===== config.mk =====
export PLATFORM = sky130hd
export DESIGN_NAME = dmem_arbiter_flat
export DESIGN_NICKNAME = d
export VERILOG_FILES = /design/src/rtl/dmem_arb_pkg.sv /design/src/rtl/dmem_arbiter_if.sv /design/src/rtl/rr_arbiter.sv /design/src/rtl/dmem_arbiter.sv /design/src/flat_wrapper.sv
export SDC_FILE = /design/constraint.sdc
export NUM_CORES = 1
export LEC_CHECK = 0
export BUFFER_PORTS_ARGS = -buffer_cell sky130_fd_sc_hd__buf_2
export CAP_MARGIN = 20
export CORE_AREA = 2 2 109 111
export DETAILED_ROUTE_END_ITERATION = 6
export DIE_AREA = 0 0 111 113
export PLACE_DENSITY = 0.74
export SETUP_SLACK_MARGIN = 0.2
export SYNTH_ARGS = -nofsm -noshare
export SYNTH_HDL_FRONTEND = slang
export SYNTH_SLANG_ARGS = --single-unit

===== constraint.sdc =====
create_clock -name clk -period 2.2 [get_ports clk]
set_input_delay 0.22 -clock clk [delete_from_list [all_inputs] [get_ports clk]]
set_output_delay 0.22 -clock clk [all_outputs]
set_load 0.02 [all_outputs]

===== src/rtl/dmem_arb_pkg.sv =====
// Shared types for the data-memory arbiter: FSM encoding, latched command and memory timing.
package dmem_arb_pkg;

    typedef enum logic [1:0] {
        IDLE    = 2'd0,
        WR      = 2'd1,
        RD_WAIT = 2'd2,
        RESP    = 2'd3
    } state_t;

    typedef struct packed {
        logic [31:0] addr;
        logic [31:0] wdata;
        logic [3:0]  wmask;
        logic        we;
    } mem_cmd_t;

    localparam int unsigned MEM_READ_LATENCY = 1;

endpackage


===== src/rtl/dmem_arbiter_if.sv =====
// Requester channels plus the single SRAM port, bundled for the arbiter.
interface dmem_arbiter_if #(
    parameter int unsigned NUM_REQ = 2
);
    logic [NUM_REQ-1:0]       req_valid;
    logic [NUM_REQ-1:0]       req_ready;
    logic [NUM_REQ-1:0][31:0] req_addr;
    logic [NUM_REQ-1:0][31:0] req_wdata;
    logic [NUM_REQ-1:0]       req_we;
    logic [NUM_REQ-1:0][3:0]  req_wmask;
    logic [NUM_REQ-1:0]       resp_valid;
    logic [31:0]              resp_rdata;
    logic                     resp_err;
    logic [31:0]              mem_address;
    logic [31:0]              mem_write_data;
    logic                     mem_write_enable;
    logic [3:0]               mem_write_mask;
    logic                     mem_read_enable;
    logic [31:0]              mem_read_data;
    logic                     mem_read_valid;

    // Arbiter side.
    modport master (
        input  req_valid, req_addr, req_wdata, req_we, req_wmask,
        input  mem_read_data, mem_read_valid,
        output req_ready, resp_valid, resp_rdata, resp_err,
        output mem_address, mem_write_data, mem_write_enable, mem_write_mask, mem_read_enable
    );

    // Requesters plus memory side.
    modport slave (
        output req_valid, req_addr, req_wdata, req_we, req_wmask,
        output mem_read_data, mem_read_valid,
        input  req_ready, resp_valid, resp_rdata, resp_err,
        input  mem_address, mem_write_data, mem_write_enable, mem_write_mask, mem_read_enable
    );
endinterface


===== src/rtl/rr_arbiter.sv =====
// Combinational round-robin pick: first set request at or above ptr_i, wrapping modulo N.
module rr_arbiter #(
    parameter  int unsigned N  = 2,
    localparam int unsigned IW = (N > 1) ? $clog2(N) : 1
) (
    input  logic [N-1:0]  req_i,
    input  logic [IW-1:0] ptr_i,
    output logic [N-1:0]  grant_o,
    output logic [IW-1:0] idx_o,
    output logic          valid_o
);

    always_comb begin
        int unsigned j;
        j       = 0;
        grant_o = '0;
        idx_o   = '0;
        valid_o = 1'b0;
        for (int unsigned i = 0; i < N; i++) begin
            j = (32'(ptr_i) + i) % N;
            if (!valid_o && req_i[j]) begin
                valid_o    = 1'b1;
                grant_o[j] = 1'b1;
                idx_o      = IW'(j);
            end
        end
    end

endmodule


===== src/rtl/dmem_arbiter.sv =====
// Shares one data-memory port among NUM_REQ requesters, one transaction at a time,
// with a watchdog that turns a never-answered read into an error response.
module dmem_arbiter
    import dmem_arb_pkg::*;
#(
    parameter int unsigned NUM_REQ = 2,
    parameter int unsigned TIMEOUT = 15
) (
    input logic           clk,
    input logic           rst_n,
    dmem_arbiter_if.master bus
);

    localparam int unsigned IW = (NUM_REQ > 1) ? $clog2(NUM_REQ) : 1;
    localparam int unsigned CW = (TIMEOUT > 15) ? $clog2(TIMEOUT + 1) : 4;

    state_t             state_q, state_d;
    logic [IW-1:0]      rr_ptr_q, rr_ptr_d;
    logic [IW-1:0]      owner_q;
    logic [CW-1:0]      cnt_q, cnt_d;
    mem_cmd_t           cmd_q;
    logic [NUM_REQ-1:0] resp_valid_q;
    logic [31:0]        resp_rdata_q;
    logic               resp_err_q;
    logic               mem_we_q;
    logic               mem_re_q;

    logic [NUM_REQ-1:0] grant;
    logic [IW-1:0]      gidx;
    logic               gvalid;
    logic               accept;
    logic               rd_done;

    rr_arbiter #(.N(NUM_REQ)) u_rr (
        .req_i   (bus.req_valid),
        .ptr_i   (rr_ptr_q),
        .grant_o (grant),
        .idx_o   (gidx),
        .valid_o (gvalid)
    );

    assign accept        = (state_q == IDLE) && gvalid;
    assign bus.req_ready = (state_q == IDLE) ? grant : '0;

    always_comb begin
        state_d  = state_q;
        cnt_d    = cnt_q;
        rr_ptr_d = rr_ptr_q;
        rd_done  = 1'b0;
        case (state_q)
            IDLE: begin
                if (gvalid) begin
                    state_d  = bus.req_we[gidx] ? WR : RD_WAIT;
                    rr_ptr_d = (gidx == IW'(NUM_REQ - 1)) ? '0 : gidx + 1'b1;
                end
            end
            WR: state_d = RESP;
            RD_WAIT: begin
                cnt_d = cnt_q + 1'b1;
                // Valid is ignored until the memory has had its latency to answer this request.
                if ((cnt_q >= CW'(MEM_READ_LATENCY)) && bus.mem_read_valid) begin
                    rd_done = 1'b1;
                    state_d = RESP;
                end else if (cnt_d == CW'(TIMEOUT)) begin
                    state_d = RESP;
                end
            end
            RESP: begin
                cnt_d   = '0;
                state_d = IDLE;
            end
            default: state_d = IDLE;
        endcase
    end

    always_ff @(posedge clk) begin
        if (!rst_n) begin
            state_q      <= IDLE;
            rr_ptr_q     <= '0;
            owner_q      <= '0;
            cnt_q        <= '0;
            cmd_q        <= '0;
            resp_valid_q <= '0;
            resp_rdata_q <= '0;
            resp_err_q   <= 1'b0;
            mem_we_q     <= 1'b0;
            mem_re_q     <= 1'b0;
        end else begin
            state_q      <= state_d;
            rr_ptr_q     <= rr_ptr_d;
            cnt_q        <= cnt_d;
            mem_we_q     <= (state_d == WR);
            mem_re_q     <= (state_d == RD_WAIT);
            resp_valid_q <= '0;
            if (accept) begin
                owner_q <= gidx;
                cmd_q   <= '{addr:  bus.req_addr[gidx],
                             wdata: bus.req_wdata[gidx],
                             wmask: bus.req_wmask[gidx],
                             we:    bus.req_we[gidx]};
            end
            if (state_d == RESP) begin
                resp_valid_q[owner_q] <= 1'b1;
            end
            if (state_q == WR) begin
                resp_err_q <= 1'b0;
            end
            if ((state_q == RD_WAIT) && (state_d == RESP)) begin
                resp_rdata_q <= rd_done ? bus.mem_read_data : '0;
                resp_err_q   <= !rd_done;
            end
        end
    end

    assign bus.resp_valid       = resp_valid_q;
    assign bus.resp_rdata       = resp_rdata_q;
    assign bus.resp_err         = resp_err_q;
    assign bus.mem_address      = cmd_q.addr;
    assign bus.mem_write_data   = cmd_q.wdata;
    assign bus.mem_write_mask   = cmd_q.wmask;
    assign bus.mem_write_enable = mem_we_q;
    assign bus.mem_read_enable  = mem_re_q;

endmodule


===== src/flat_wrapper.sv =====
// flat-port wrapper written by rule: the top's interface ports become plain ports
module dmem_arbiter_flat import dmem_arb_pkg::*;
#(
    parameter int unsigned NUM_REQ = 2,
    parameter int unsigned TIMEOUT = 15
)
  (clk, rst_n, bus_req_valid, bus_req_addr, bus_req_wdata, bus_req_we, bus_req_wmask, bus_mem_read_data, bus_mem_read_valid, bus_req_ready, bus_resp_valid, bus_resp_rdata, bus_resp_err, bus_mem_address, bus_mem_write_data, bus_mem_write_enable, bus_mem_write_mask, bus_mem_read_enable);
  dmem_arbiter_if #(.NUM_REQ(NUM_REQ)) bus_i ();
  input logic clk;
  input logic rst_n;
  input wire logic [$bits(bus_i.req_valid)-1:0] bus_req_valid;
  input wire logic [$bits(bus_i.req_addr)-1:0] bus_req_addr;
  input wire logic [$bits(bus_i.req_wdata)-1:0] bus_req_wdata;
  input wire logic [$bits(bus_i.req_we)-1:0] bus_req_we;
  input wire logic [$bits(bus_i.req_wmask)-1:0] bus_req_wmask;
  input wire logic [$bits(bus_i.mem_read_data)-1:0] bus_mem_read_data;
  input wire logic [$bits(bus_i.mem_read_valid)-1:0] bus_mem_read_valid;
  output wire logic [$bits(bus_i.req_ready)-1:0] bus_req_ready;
  output wire logic [$bits(bus_i.resp_valid)-1:0] bus_resp_valid;
  output wire logic [$bits(bus_i.resp_rdata)-1:0] bus_resp_rdata;
  output wire logic [$bits(bus_i.resp_err)-1:0] bus_resp_err;
  output wire logic [$bits(bus_i.mem_address)-1:0] bus_mem_address;
  output wire logic [$bits(bus_i.mem_write_data)-1:0] bus_mem_write_data;
  output wire logic [$bits(bus_i.mem_write_enable)-1:0] bus_mem_write_enable;
  output wire logic [$bits(bus_i.mem_write_mask)-1:0] bus_mem_write_mask;
  output wire logic [$bits(bus_i.mem_read_enable)-1:0] bus_mem_read_enable;
  assign bus_i.req_valid = bus_req_valid;
  assign bus_i.req_addr = bus_req_addr;
  assign bus_i.req_wdata = bus_req_wdata;
  assign bus_i.req_we = bus_req_we;
  assign bus_i.req_wmask = bus_req_wmask;
  assign bus_i.mem_read_data = bus_mem_read_data;
  assign bus_i.mem_read_valid = bus_mem_read_valid;
  assign bus_req_ready = bus_i.req_ready;
  assign bus_resp_valid = bus_i.resp_valid;
  assign bus_resp_rdata = bus_i.resp_rdata;
  assign bus_resp_err = bus_i.resp_err;
  assign bus_mem_address = bus_i.mem_address;
  assign bus_mem_write_data = bus_i.mem_write_data;
  assign bus_mem_write_enable = bus_i.mem_write_enable;
  assign bus_mem_write_mask = bus_i.mem_write_mask;
  assign bus_mem_read_enable = bus_i.mem_read_enable;
  dmem_arbiter #(.NUM_REQ(NUM_REQ), .TIMEOUT(TIMEOUT)) u_core (.clk(clk), .rst_n(rst_n), .bus(bus_i));
endmodule

==> results of run 1 <==
[timing repair]
action,in CTS,in global routing
gates cloned,4,2
resized for setup,28,14
endpoints found under the setup margin,36,39
pin swaps,5,5
buffers inserted,7,2
[critical path: stages (launching register included)]
cell      delay (ns)
dfxtp_4         0.41
inv_4           0.06
ha_4            0.14
o41a_1          0.44
a311oi_4        0.34
nor4b_4         0.10
buf_6           0.15
buf_12          0.12
buf_12          0.13
mux2i_1         0.16
[final cells by class]
| cell class | instances | area (sq um) | area share [%] |
|---|---|---|---|
| Sequential cell | 113 | 2280 | 32.6 |
| Multi-Input combinational cell | 286 | 2050 | 29.4 |
| Timing Repair Buffer | 306 | 1800 | 25.7 |
| Clock buffer | 20 | 467 | 6.68 |
| Clock inverter | 12 | 181 | 2.60 |
| Tap cell | 143 | 179 | 2.56 |
| Inverter | 8 | 37.5 | 0.537 |
[sequential cells by signal, indices dropped and copies added (netlist names), 2 cells and up]
| name | count |
|---|---|
| u_core.bus.mem_address | 32 |
| u_core.bus.mem_write_data | 32 |
| u_core.bus.resp_rdata | 32 |
| u_core.bus.mem_write_mask | 4 |
| u_core.cnt_q | 4 |
| u_core.bus.resp_valid | 2 |
| u_core.state_q | 2 |
[power by group]
group | switching (mW) | internal [mW]
Combinational | 1.92 | 1.47
Sequential | 0.247 | 2.44
Clock | 0.980 | 1.99
[layer usage]
layer / wire, microns / vias to the layer above / track usage, %
li1: - / 2238 / -
met5: 0 / - / 0
met3: 1290 / 26 / 7.18
met2: 7680 / 255 / 40.7
met1: 5980 / 2241 / 25.6
met4: 265 / 0 / 10.1
[metrics by stage]
| stage | hold WS (ns) | utilization (%) | total power, mW | setup WS [ns] |
|---|---|---|---|---|
| 6_report | 0.0642 | 62.0 | 9.05 | 0.0641 |
| 5_1_grt | 0.0554 | 62.0 | 9.45 | -0.00288 |
| 4_1_cts | 0.0460 | 60.7 | 8.89 | 0.124 |
| 3_5_place_dp | 0.445 | 52.6 | 5.53 | 0.0127 |
| 3_3_place_gp | 0.439 | 52.6 | 5.43 | 0.144 |
| 2_1_floorplan | 0.362 | - | 4.58 | 0.248 |
[worst max-delay path by stage]
stage	endpoint	slack [ns]	cells past startpoint
CTS	u_core.bus.resp_rdata[8]$_SDFFE_PN0P_	0.12	10
global placement	u_core.bus.resp_rdata[16]$_SDFFE_PN0P_	0.14	8
detailed placement	u_core.bus.resp_rdata[13]$_SDFFE_PN0P_	0.01	8
finish	u_core.bus.resp_rdata[13]$_SDFFE_PN0P_	0.06	9
global route	u_core.bus.resp_rdata[8]$_SDFFE_PN0P_	-0.003	9
floorplan	u_core.bus.resp_rdata[10]$_SDFFE_PN0P_	0.25	9
[placed cells by master, fill, tap and decap left out, drive strengths merged, types with 2 or more instances in the layout]
master and count:
buf 303, dfxtp 113, nor2 76, a222oi 68, nand2 65, mux2i 35
clkbuf 22, ha 8, inv 8, nor3 5, bufinv 4, clkinvlp 4
and2 4, clkinv 4, nand2b 3, a21oi 3, xor2 2, and3 2
[kinds of logic after synthesis]
logic type | count (synthesis)
AO/OA/AOI/OAI | 79
XOR/XNOR | 3
adder cells (fa/ha/maj) | 8
buffers and inverters | 51
flip-flops | 113
multiplexers | 35
AND/OR/NAND/NOR | 161
==> impl_results.md, run 1 <==
- Status: finished with violations
- Failing checks: design-rule violations
- Worst EP required: roughly 2.5 ns
- Cells after synthesis: 450
- P_leak: 3.25 nW
- # rows: 39
- Drt via density: around 5.4
- Die Wd: roughly 110 microns
- Adder-cell share of the synthesized area: 2.27%
- EDFF count, synth: 0
- Slew Limit Fails: 0
- Vias in the first global route: 4760
- Critical path launch point type: register
- Fillers: 926
- Final Non-Filler Cells: 888
- Remaining antenna violation count: 0
- RSZ-0062 raised after global routing: yes
- Syn nets: 633
- Detailed Route WL: 15200 microns
- CTS tree: yes
- Post-synthesis sequential area ratio: 51.2%
- Mux share of post-synthesis cell area: 7.94%
- Simple-Gate Fraction of Synth Area: 14.9%
- Worst-case clock buffer depth: 2
- Layout cell share with drive strength beyond 1: 48.7%
- FF-to-FF End: u_core.bus.resp_rdata[13]$_SDFFE_PN0P_
- Most used flip-flop cell after synthesis: dfxtp_1
- Routability congestion estimate: between 0.8 and 0.9
- Die area: 12500 sq um
- CP arrival: 2.46 ns
- Fin crit share: 97.1%
- Post-synth top area cell: dfxtp_1
- Count leader, synth: dfxtp_1
- Clk sink count: around 110
- Minimum clock period after layout: 2.14 ns
- Yosys reg bits: between 100 and 150
- XOR/XNOR share of the synthesized area: 0.595%
- Fin area: 6990 sq um
- Core area: approximately 11000 sq um
- Setup Skew: 0.0144 ns
- Endpoints failing hold: 0
- I/O pin cnt: 282
- GR Util All Layers: 23.0%
- Pwr/cell area: 1290 nW/um^2
- Die height: about 110 microns
- Area fraction of the dominant cell type after synthesis: 51.2%
- Number of max-cap violations: 0
- Worst Hold Class: in2reg
- Fraction of registers with async set/reset: 0%
- Worst Reg-to-Reg Cells: 9
- Drt wl/cell: 17.1 microns
- Initial antenna violation count: 0
- Largest cells by area after synthesis: dfxtp_1 51%, a222oi_1 15%, mux2i_1 7.9%
- Max-slew headroom: 67.9%
- DP Area: 5930 sq um
- CTS Buf Count: 17
- Hold Buf Count CTS: 0
- Synthesized area: 4410 sq um
- Hold path startpoint: bus_mem_read_data[4]
- Critical-path maximum fanout: 6
- Yosys warning count: 0
- Clock Tree Root: clkbuf_16
- Setup violations, final: 0
- H-tree depth: 4
- Global-route wire length before repair: 23200 microns
- DR vias: 4760
- Setup TNS: 0 ns
- P&R area growth vs syn: 58.3%
- Synth cell types: 32
- Compound-gate portion of the synthesized area: around 17%
- Skew-Pair Late Insertion Delay: a little over 0.4 ns
- Pre-Repair DR Iteration Count: 7
- Dpl cells: 841
- CP Class: reg2reg
- Largest family of logic cells by synthesized area: compound AO/OA/AOI/OAI gates
- Worst R2R Start: u_core.cnt_q[1]$_SDFFE_PN0P_
- Worst slew pin tran: roughly 0.48 ns
- Critical path capture point type: register
- Drt drc: 8
- Initial DRC Count: 568
- CP startpoint: u_core.cnt_q[1]$_SDFFE_PN0P_
- VDD IR-drop max: between 0.8 and 0.9 mV
- Final nets: between 900 and 1000
- Total gr overflow: 0
- N_diodes: 0
- Starting density of the core: 39.2%
- Largest net degree at the start of global routing: 73
- Avg Synthesized Cell Area: 9.81 sq um
- Top post-synthesis cells by count: 113 x dfxtp_1, 76 x nor2_1, 68 x a222oi_1, 65 x nand2_1, 39 x clkbuf_1
- DP HPWL: roughly 10000 microns
- FMAX: 468 MHz
- WHS Endpoint: u_core.bus.resp_rdata[4]$_SDFFE_PN0P_
- Clk slew on worst S/H paths: 0.05 ns
- I/O Buffers: approximately 280
- R2R setup slack: 0.06 ns
- Worst hold stages: 3
(Power assumes the default switching activity.)
==> inputs of run 2 (changes only) <==
Settings changed: CORE_AREA 2 2 109 111 to not set, CORE_MARGIN set to 2, CORE_UTILIZATION set to 38, DIE_AREA 0 0 111 113 to not set, PLACE_DENSITY 0.74 to 0.76, TNS_END_PERCENT set to 20.
Clock period 2.2 ns to 1.7 ns, I/O delays scaled along.
==> run 2 against run 1 <==
Net effect:
- the flow finishes with violations (design-rule violations, negative setup slack)
- design area increased by 1.8%
- via count increased by 1.6%
- worst hold slack got worse by 0.046 ns
- register-to-register slack got worse by 0.37 ns
- combinational power rose by 36%
- die area decreased by 0.38%
- critical path type unchanged
- largest power group unchanged
==> impl_results.md, run 2 (synthesis gave the netlist of run 1 again) <==
- Status: finished with violations
- Failing checks: design-rule violations, negative setup slack
- CTS tree: yes
- CP top delay family: buffers and inverters
- Setup violations, final: 39 (+39)
- Pre-CTS setup slack: -0.291 ns (-0.304 ns)
- Highest-count cells in the layout ignoring fill and taps: 279 x buf_2, 109 x dfxtp_1, 75 x nor2_1, 68 x a222oi_1, 65 x nand2_1
- Worst Hold Class: in2reg
- P&R area growth vs syn: 61.3%
- CP Class: reg2reg
- Pwr/cell area: 1620 nW/um^2 (+25%)
- Largest net degree at the start of global routing: 49 (-33%)
- Setup Skew: 0.00714 ns (-0.00728 ns)
- DR vias: 4834 (+1.6%)
- Fin crit share: 118% (+21 points)
- Drt wl/cell: 16.5 microns (-3.5%)
- Clk slew on worst S/H paths: 0.05 ns (about the same)
- Layout cell share with drive strength beyond 1: 49.2% (+0.43 points)
- Max-slew headroom: 75.1% (+7.1 points)
- I/O Buffers: 281 (unchanged)
- Drt drc: 30 (+22)
- Critical path launch point type: register
- Worst EP required: 2.02 ns (-0.50 ns)
- Routability congestion estimate: 0.849 (about the same)
- CTS Buf Count: 17 (unchanged)
- GR Util All Layers: 22.1% (-0.93 points)
- Die Wd: 112 microns (+0.70%)
- # rows: 39 (unchanged)
- DP HPWL: 10300 microns (+2.6%)
- Pre-Repair DR Iteration Count: 7 (unchanged)
- Final nets: 935 (+2.2%)
- CP arrival: 2.32 ns (-0.14 ns)
- Endpoints failing hold: 0 (unchanged)
- Die area: 12500 sq um (-0.38%)
- Critical-path maximum fanout: 5 (-1)
- Slowest CP cell: dfxtp_4
- RSZ-0062 raised after global routing: yes
- Core area: 11400 sq um (+0.87%)
- Detailed Route WL: 15000 microns (-1.3%)
- Commonest non-fill, non-tap cell in the layout: buf_2
- Skew-Pair Late Insertion Delay: 0.40 ns (about the same)
- Critical Path, Cell by Cell: buf_6 > nand3_4 > o41ai_4 > a311oi_4 > nor4b_4 > buf_6 > clkbuf_16 > mux2i_1
- Drt via density: 5.32 (-0.79%)
- P_leak: 3.33 nW (+2.3%)
- Starting density of the core: 38.8% (-0.34 points)
- Worst-case clock buffer depth: 2 (unchanged)
- Fin area: 7120 sq um (+1.8%)
- Max incr delay on CP: 0.41 ns (-0.03 ns)
- Initial DRC Count: 693 (+22%)
- I/O pin cnt: 282 (unchanged)
- Number of max-cap violations: 0 (unchanged)
- Buffer and inverter count on the worst path: 3 (-1)
- Clk sink count: 113 (unchanged)
- VDD IR-drop max: 1.07 mV (+32%)
- Final Core Density: 62.6% (+0.60 points)
- Vias in the first global route: 4771 (+0.23%)
- Crit path top cell by count: buf_6
- DP Area: 6180 sq um (+4.1%)
- Total gr overflow: 0 (unchanged)
- Clock Tree Root: clkbuf_16
- FMAX: 499 MHz (+6.7%)
- Global-route wire length before repair: 22200 microns (-4.6%)
- Initial antenna violation count: 1 (+1)
- Worst slew pin tran: 0.371 ns (-0.110 ns)
- Minimum clock period after layout: 2.00 ns (-0.133 ns)
- Die height: 112 microns (-1.1%)
- Worst setup margin: -0.303 ns (-0.367 ns)
- Pwr Total: 11.5 mW (+27%)
- Slew Limit Fails: 0 (unchanged)
- Critical path capture point type: register
- Remaining antenna violation count: 0 (unchanged)
- H-tree depth: 4 (unchanged)
==> run 2: cell type report <==
class | instances | area (sq um)
clock buffers | 30 | 586
diodes | 1 | 2.50
well taps | 143 | 179
clock inverters | 2 | 10.0
inverters | 8 | 37.5
flip-flops and latches | 113 | 2270
repair buffers | 326 | 1940
multi-input cells | 286 | 2090
fillers | 910 | 4250
==> run 2: stage by stage <==
step / TNS [ns] / hold slack (ns) / cells
6_report: -9.73 / 0.0184 / 909
5_1_grt: -12.53 / 0.0122 / 909
4_1_cts: -9.09 / 0.00254 / 901
3_5_place_dp: -9.29 / 0.426 / 862
3_3_place_gp: -6.48 / 0.418 / 862
2_1_floorplan: -5.68 / 0.312 / 450
==> run 2: timing repair <==
item | CTS | global route
endpoints found under the setup margin | 108 | 108
cloned | 0 | 4
hold buffers | 7 | 0
hold endpoints to repair | 7 | 0
resized for setup | 13 | 28
setup buffers | 0 | 3
pin swaps | 105 | 121
==> run 2: path summary, 6_finish.rpt <==
path / start / cells after the start / slack (ns) / end
worst max-delay path: u_core.cnt_q[0]$_SDFFE_PN0P_ / 8 / -0.30 / u_core.bus.resp_rdata[15]$_SDFFE_PN0P_
worst min-delay path: bus_mem_read_data[21] / 3 / 0.02 / u_core.bus.resp_rdata[21]$_SDFFE_PN0P_
worst max register to register: u_core.cnt_q[0]$_SDFFE_PN0P_ / 8 / -0.30 / u_core.bus.resp_rdata[15]$_SDFFE_PN0P_
worst min register to register: u_core.bus.resp_rdata[8]$_SDFFE_PN0P_ / 2 / 0.45 / u_core.bus.resp_rdata[8]$_SDFFE_PN0P_
==> run 2: tightest hold or removal path, cell delays in order <==
cell and delay, ns:
buf_2 0.10, nand2_1 0.04, mux2i_1 0.06
==> run 2: report_power, final <==
part	total, mW	switching, mW	leakage (nW)	internal, mW
clock network	3.44	1.14	0.298	2.30
registers	3.46	0.303	0.926	3.15
logic	4.61	2.53	2.11	2.08
total	11.5	3.97	3.33	7.53
==> run 2: metal layers <==
layer	GRT usage, %	vias up	wire length, microns
li1	-	2269	-
met1	24.0	2247	5470
met2	38.8	292	7910
met3	8.22	26	1350
met4	8.89	0	311
met5	0	-	0
